==> config.mk <==
export PLATFORM = sky130hd
export DESIGN_NAME = alu_pipe
export DESIGN_NICKNAME = d
export VERILOG_FILES = /design/src/rtl/alu_pipe.sv
export SDC_FILE = /design/constraint.sdc
export NUM_CORES = 1
export LEC_CHECK = 0
export CAP_MARGIN = 20
export CORE_AREA = 2 2 69 97
export DETAILED_ROUTE_END_ITERATION = 8
export DIE_AREA = 0 0 71 99
export GPL_ROUTABILITY_DRIVEN = 0
export PLACE_DENSITY = 0.65
export SLEW_MARGIN = 15
export SYNTH_ARGS = -nofsm -noshare
export SYNTH_HDL_FRONTEND = slang
export SYNTH_SLANG_ARGS = --single-unit
==> constraint.sdc <==
create_clock -name clk -period 5.3 [get_ports clk]
set_input_delay 1.06 -clock clk [delete_from_list [all_inputs] [get_ports clk]]
set_output_delay 1.06 -clock clk [all_outputs]
set_load 0.03 [all_outputs]
==> src/rtl/alu_pipe.sv <==
// alu_pipe: two-stage, valid/ready handshaked ALU.
//
// Stage 1 registers the operands and opcode; stage 2 computes and registers
// the result together with the carry, zero and overflow flags.
//
// Handshake: a beat moves across an interface on a rising clk edge where
// valid && ready. A producer keeps valid high (and its payload stable)
// until the beat moves. in_ready is combinational from the pipeline state
// and out_ready, so a full pipe accepts and drains on the same edge.
//
// Build option: define ALU_SAT_EN for saturating arithmetic.
// - ADD clamps to all-ones on unsigned carry.
// - SUB clamps to zero on borrow.
// carry and ovf still report the raw arithmetic flags, and zero follows the
// clamped result. The port list is identical in both builds.
//
// OPW is fixed at 3; the opcode map below covers exactly eight codes.
module alu_pipe #(
  parameter int WIDTH = 8,
  parameter int OPW   = 3
) (
  input  logic             clk,
  input  logic             rst_n,
  input  logic             in_valid,
  output logic             in_ready,
  input  logic [WIDTH-1:0] a,
  input  logic [WIDTH-1:0] b,
  input  logic [OPW-1:0]   op,
  output logic             out_valid,
  input  logic             out_ready,
  output logic [WIDTH-1:0] result,
  output logic             carry,
  output logic             zero,
  output logic             ovf
);

  localparam logic [OPW-1:0] OP_ADD   = OPW'(0);
  localparam logic [OPW-1:0] OP_SUB   = OPW'(1);
  localparam logic [OPW-1:0] OP_AND   = OPW'(2);
  localparam logic [OPW-1:0] OP_OR    = OPW'(3);
  localparam logic [OPW-1:0] OP_XOR   = OPW'(4);
  localparam logic [OPW-1:0] OP_SHL   = OPW'(5);
  localparam logic [OPW-1:0] OP_SHR   = OPW'(6);
  localparam logic [OPW-1:0] OP_PASSB = OPW'(7);

  // Stage-1 operand registers
  logic             r_s1_valid;
  logic [WIDTH-1:0] r_s1_a;
  logic [WIDTH-1:0] r_s1_b;
  logic [OPW-1:0]   r_s1_op;

  // Stage-2 result registers
  logic             r_out_valid;
  logic [WIDTH-1:0] r_result;
  logic             r_carry;
  logic             r_zero;
  logic             r_ovf;

  // Pipeline advance enables
  logic w_s2_adv;
  logic w_s1_adv;

  // Arithmetic is done one bit wider so the top bit is carry / borrow.
  logic [WIDTH:0]   w_sum;
  logic [WIDTH:0]   w_diff;
  logic             w_add_ovf;
  logic             w_sub_ovf;

  // Next stage-2 values
  logic [WIDTH-1:0] w_res;
  logic             w_carry;
  logic             w_ovf;

  // Stage 2 moves when it is empty or its beat is being taken this edge;
  // stage 1 moves when it is empty or stage 2 is moving.
  assign w_s2_adv = !r_out_valid || out_ready;
  assign w_s1_adv = !r_s1_valid || w_s2_adv;
  assign in_ready = w_s1_adv;

  assign w_sum  = {1'b0, r_s1_a} + {1'b0, r_s1_b};
  assign w_diff = {1'b0, r_s1_a} - {1'b0, r_s1_b};

  // Signed overflow: ADD when like-signed operands give an opposite-signed
  // sum; SUB when unlike-signed operands give a result whose sign differs
  // from the minuend.
  assign w_add_ovf = (r_s1_a[WIDTH-1] == r_s1_b[WIDTH-1]) &&
                     (w_sum[WIDTH-1] != r_s1_a[WIDTH-1]);
  assign w_sub_ovf = (r_s1_a[WIDTH-1] != r_s1_b[WIDTH-1]) &&
                     (w_diff[WIDTH-1] != r_s1_a[WIDTH-1]);

  // Opcode decode and result/flag computation from the stage-1 registers
  always_comb begin
    w_res   = '0;
    w_carry = 1'b0;
    w_ovf   = 1'b0;
    case (r_s1_op)
      OP_ADD: begin
        w_res   = w_sum[WIDTH-1:0];
        w_carry = w_sum[WIDTH];
        w_ovf   = w_add_ovf;
`ifdef ALU_SAT_EN
        if (w_sum[WIDTH]) w_res = '1;
`endif
      end
      OP_SUB: begin
        w_res   = w_diff[WIDTH-1:0];
        w_carry = w_diff[WIDTH];
        w_ovf   = w_sub_ovf;
`ifdef ALU_SAT_EN
        if (w_diff[WIDTH]) w_res = '0;
`endif
      end
      OP_AND:   w_res = r_s1_a & r_s1_b;
      OP_OR:    w_res = r_s1_a | r_s1_b;
      OP_XOR:   w_res = r_s1_a ^ r_s1_b;
      OP_SHL: begin
        w_res   = {r_s1_a[WIDTH-2:0], 1'b0};
        w_carry = r_s1_a[WIDTH-1];
      end
      OP_SHR: begin
        w_res   = {1'b0, r_s1_a[WIDTH-1:1]};
        w_carry = r_s1_a[0];
      end
      OP_PASSB: w_res = r_s1_b;
      default: begin
        w_res   = '0;
        w_carry = 1'b0;
        w_ovf   = 1'b0;
      end
    endcase
  end

  // Stage 1: take a new operand beat whenever the stage is free to move
  always_ff @(posedge clk or negedge rst_n) begin
    if (!rst_n) begin
      r_s1_valid <= 1'b0;
      r_s1_a     <= '0;
      r_s1_b     <= '0;
      r_s1_op    <= '0;
    end else if (w_s1_adv) begin
      r_s1_valid <= in_valid;
      if (in_valid) begin
        r_s1_a  <= a;
        r_s1_b  <= b;
        r_s1_op <= op;
      end
    end
  end

  // Stage 2: register result and flags; hold everything while stalled
  always_ff @(posedge clk or negedge rst_n) begin
    if (!rst_n) begin
      r_out_valid <= 1'b0;
      r_result    <= '0;
      r_carry     <= 1'b0;
      r_zero      <= 1'b0;
      r_ovf       <= 1'b0;
    end else if (w_s2_adv) begin
      r_out_valid <= r_s1_valid;
      if (r_s1_valid) begin
        r_result <= w_res;
        r_carry  <= w_carry;
        r_zero   <= (w_res == '0);
        r_ovf    <= w_ovf;
      end
    end
  end

  assign out_valid = r_out_valid;
  assign result    = r_result;
  assign carry     = r_carry;
  assign zero      = r_zero;
  assign ovf       = r_ovf;

endmodule

==> run summary <==
The share of post-route cells with drive strength above 1 is 0.1576. The peak ir drop on the vdd network is about 140 uV. The worst hold path startpoint is ovf.

Setup violations remaining at the end of the flow were counted as 0. The net count of the finished layout is approximately 360. The worst pin sits at a relative slew slack of 0.4008. Setup repair after global routing left no endpoint under its margin. Of the synthesized area, sequential elements account for 0.2995. In this run the register-to-register setup slack is around 2.5 ns. For this run, the detailed router's first-pass iteration total came to 4. The count of hold-fix buffers inserted at cts is 0.

The startpoint of the worst register-to-register path is r_s1_a[0]. The maximum number of pins on one net before global-route repair came out at 33. The number of distinct library cells after synthesis is 63. The synthesized instance count is between 200 and 300. The type of destination of the critical path is a primary output. The detailed router finished its first iteration with around 210 violations. TritonCTS built the clock tree. The power density relative to cell area is approximately 380 nW/um2. The worst setup path is launched from an input pin. Detailed routing inserted a total of about 2200 vias. The number of max-capacitance violations reported came out at 0. The post-CTS resize count is 0. At the worst endpoint, the required time is approximately 4.2 ns. Measured along the y axis, the die boundary spans between 90 and 100 um.

In the synthesized netlist the dominant register cell turns out to be sky130_fd_sc_hd__dfrtp_1. After clock tree synthesis, the clock-pin slew on the worst setup and hold paths is roughly 0.07 ns. The number of nets with antenna violations after routing is 0.

The worst reg2reg path depth is 9. The average routed wire per standard cell is ~16 um. The clock tree root driver cell is sky130_fd_sc_hd__clkbuf_8. The run finished with clean final reports. The peak clock frequency supported by timing came out at 0.2934 GHz. The number of port buffers came out at 35. The total global-route track usage came out at 0.1922. The worst flop-to-flop path endpoint is zero. The sum of negative setup slack came out at 0 ns. The remaining global-route overflow came out at 0. The hold path depth came out at 2.

The number of global-route vias before repair came to 2151. The number of ports placed on the die boundary came out at 36. The number of H-tree levels came out at 2. For this run, design rule violations remaining after detail routing come to 0.

Averaged over all synthesized cells, the footprint is between 9 and 10 um2. The number of buffers added for setup after CTS is 0. The final setup skew is approximately 0.0029 ns. The post-synthesis sequential element count came out at 32. The global-route wire length before repair came out at approximately 11000 um. The die covers about 7000 um2. The maximum clock path buffer count is 2. The synthesis-to-layout area growth is 18.02%. The data arrival time at the worst-slack endpoint came out at between 2 and 2.5 ns. The cell area after technology mapping came out at roughly 2700 um2. The hold violation total from the final report is 0. The tightest min-delay check is of the flip-flop to flip-flop type.

The largest driver fanout on the critical path came out at 3. The ratio of final minimum period to clock period is 0.6432. The clock sink count came out at 32. The initial antenna violation count came out at 0. The reported leakage power came out at about 0.0014 uW.

The count of filler cells inserted in the layout came out at 603. The time the final worst path needs with I/O delays and setup is ~3.4 ns. The final max-slew violation count came out at 0. The number of antenna diodes is 0. The pin slew with the least headroom to its limit came out at around 0.9 ns.

Clock tree synthesis inserted a total of 5 buffers. The detail-routed via count per cell is 5.862. The critical path class is input pin to primary output. The proportion of register bits with asynchronous set or reset after synthesis is 1.000. The clock latency on the worst-skew pair is about 0.29 ns.

Measured along the x axis, the die boundary spans roughly 70 um. For this configuration, the core starts out at a cell density of 0.4335. The placeable core area is between 6000 and 7000 um2.

The warning count from the yosys run came out at 0. The hold-critical path endpoint is ovf. The total power draw came out at between 1000 and 1500 uW. The cell row count came out at 34. The wire-length estimate of the detail-placed layout is about 4800 um. For this run, the share of the core covered by cells in the final layout is 0.5116. The net count of the mapped netlist is 330.

In this run, synthesis inferred 0 flip-flops with an integrated enable. Wires add up to 6281 um.
-- per-layer routing --
metal	GRT usage	part of all wire
met5	0	0
met4	0.09434	0.041
met3	0.02965	0.038
met2	0.3400	0.52
met1	0.2222	0.41
-- logic make-up (layout without fill, tap and decap cells) --
logic type,Yosys count,count (layout),synth area share
buffers and inverters,41,71,0.07066
AO/OA/AOI/OAI,77,77,0.2218
adder cells (fa/ha/maj),26,26,0.1273
flip-flops,32,32,0.2995
XOR/XNOR,3,3,0.009829
multiplexers,30,30,0.1376
AND/OR/NAND/NOR,72,72,0.1334
-- cell type report --
type,count,area [um2],share of cell area
sequential,32,800.8,0.2538
timing repair buffer,36,357.8,0.1134
inverter,27,115.1,0.03648
clock buffer,6,72.57,0.02300
clock inverter,2,35.03,0.01110
tap,72,90.09,0.02855
multi-input combinational,208,1684,0.5337
-- through the flow --
stage               instance area [um2]  cells  setup slack [ns]  hold WS, ns
detailed placement                 3048    375             1.886       0.4674
finish                             3156    383             1.891       0.4753
global route                       3156    383             1.843       0.5179
global placement                   3048    375             1.896       0.4619
floorplan                          2674    281             2.637       0.4798
CTS                                3156    383             1.882       0.4837
-- layout by cell type, fill, tap and decap left out, types with 3 or more instances in the layout --
cell type                          n
sky130_fd_sc_hd__o22ai_1           4
sky130_fd_sc_hd__a211oi_1          3
sky130_fd_sc_hd__a21oi_1          11
sky130_fd_sc_hd__nand2b_1          4
sky130_fd_sc_hd__ha_1             24
sky130_fd_sc_hd__clkbuf_8          5
sky130_fd_sc_hd__nor3_1            5
sky130_fd_sc_hd__mux2i_1           3
sky130_fd_sc_hd__o21ai_0          11
sky130_fd_sc_hd__mux4_2            3
sky130_fd_sc_hd__nor2_1           16
sky130_fd_sc_hd__inv_1            25
sky130_fd_sc_hd__and3_1            3
sky130_fd_sc_hd__o221a_2           5
sky130_fd_sc_hd__o31ai_1           5
sky130_fd_sc_hd__a22o_1            3
sky130_fd_sc_hd__mux2_2           24
sky130_fd_sc_hd__nand2_1          23
sky130_fd_sc_hd__clkdlybuf4s50_1  35
sky130_fd_sc_hd__nor2b_1          10
sky130_fd_sc_hd__dfrtp_1          32
-- critical path, cell delays in order --
cell and delay [ns]:
sky130_fd_sc_hd__clkdlybuf4s50_1 0.46, sky130_fd_sc_hd__nand3b_1 0.14, sky130_fd_sc_hd__clkdlybuf4s50_1 0.68
-- report_power, final --
part | internal (uW) | switching [uW]
clock network | 139 | 93.4
logic | 270 | 324
registers | 297 | 63.7
total | 706 | 481
-- cell usage after synthesis (all sizes together), types with 5 or more instances --
master	n	area share
o221a	5	0.021
nand2	23	0.032
o21ai	12	0.022
mux2	24	0.10
ha	24	0.11
inv	26	0.036
nor2b	10	0.023
o31ai	5	0.014
buf	10	0.022
a21oi	12	0.024
nor3	6	0.013
nor2	16	0.022
dfrtp	32	0.30
-- registers in the layout (all words and copies together) (netlist names) --
register,count
r_s1_b,8
ovf,1
zero,1
result,8
r_s1_op,3
r_s1_a,8
out_valid,1
r_s1_valid,1
carry,1
-- worst max-delay path by stage --
stage                    from         to  slack [ns]  cells past startpoint
CTS                 out_ready   in_ready        1.88                      3
global route        out_ready   in_ready        1.84                      3
floorplan           out_ready  r_s1_a[0]        2.64                      4
finish              out_ready   in_ready        1.89                      3
detailed placement  out_ready   in_ready        1.89                      3
global placement    out_ready   in_ready        1.90                      3
Note: power is estimated with default switching activity, not from simulation.
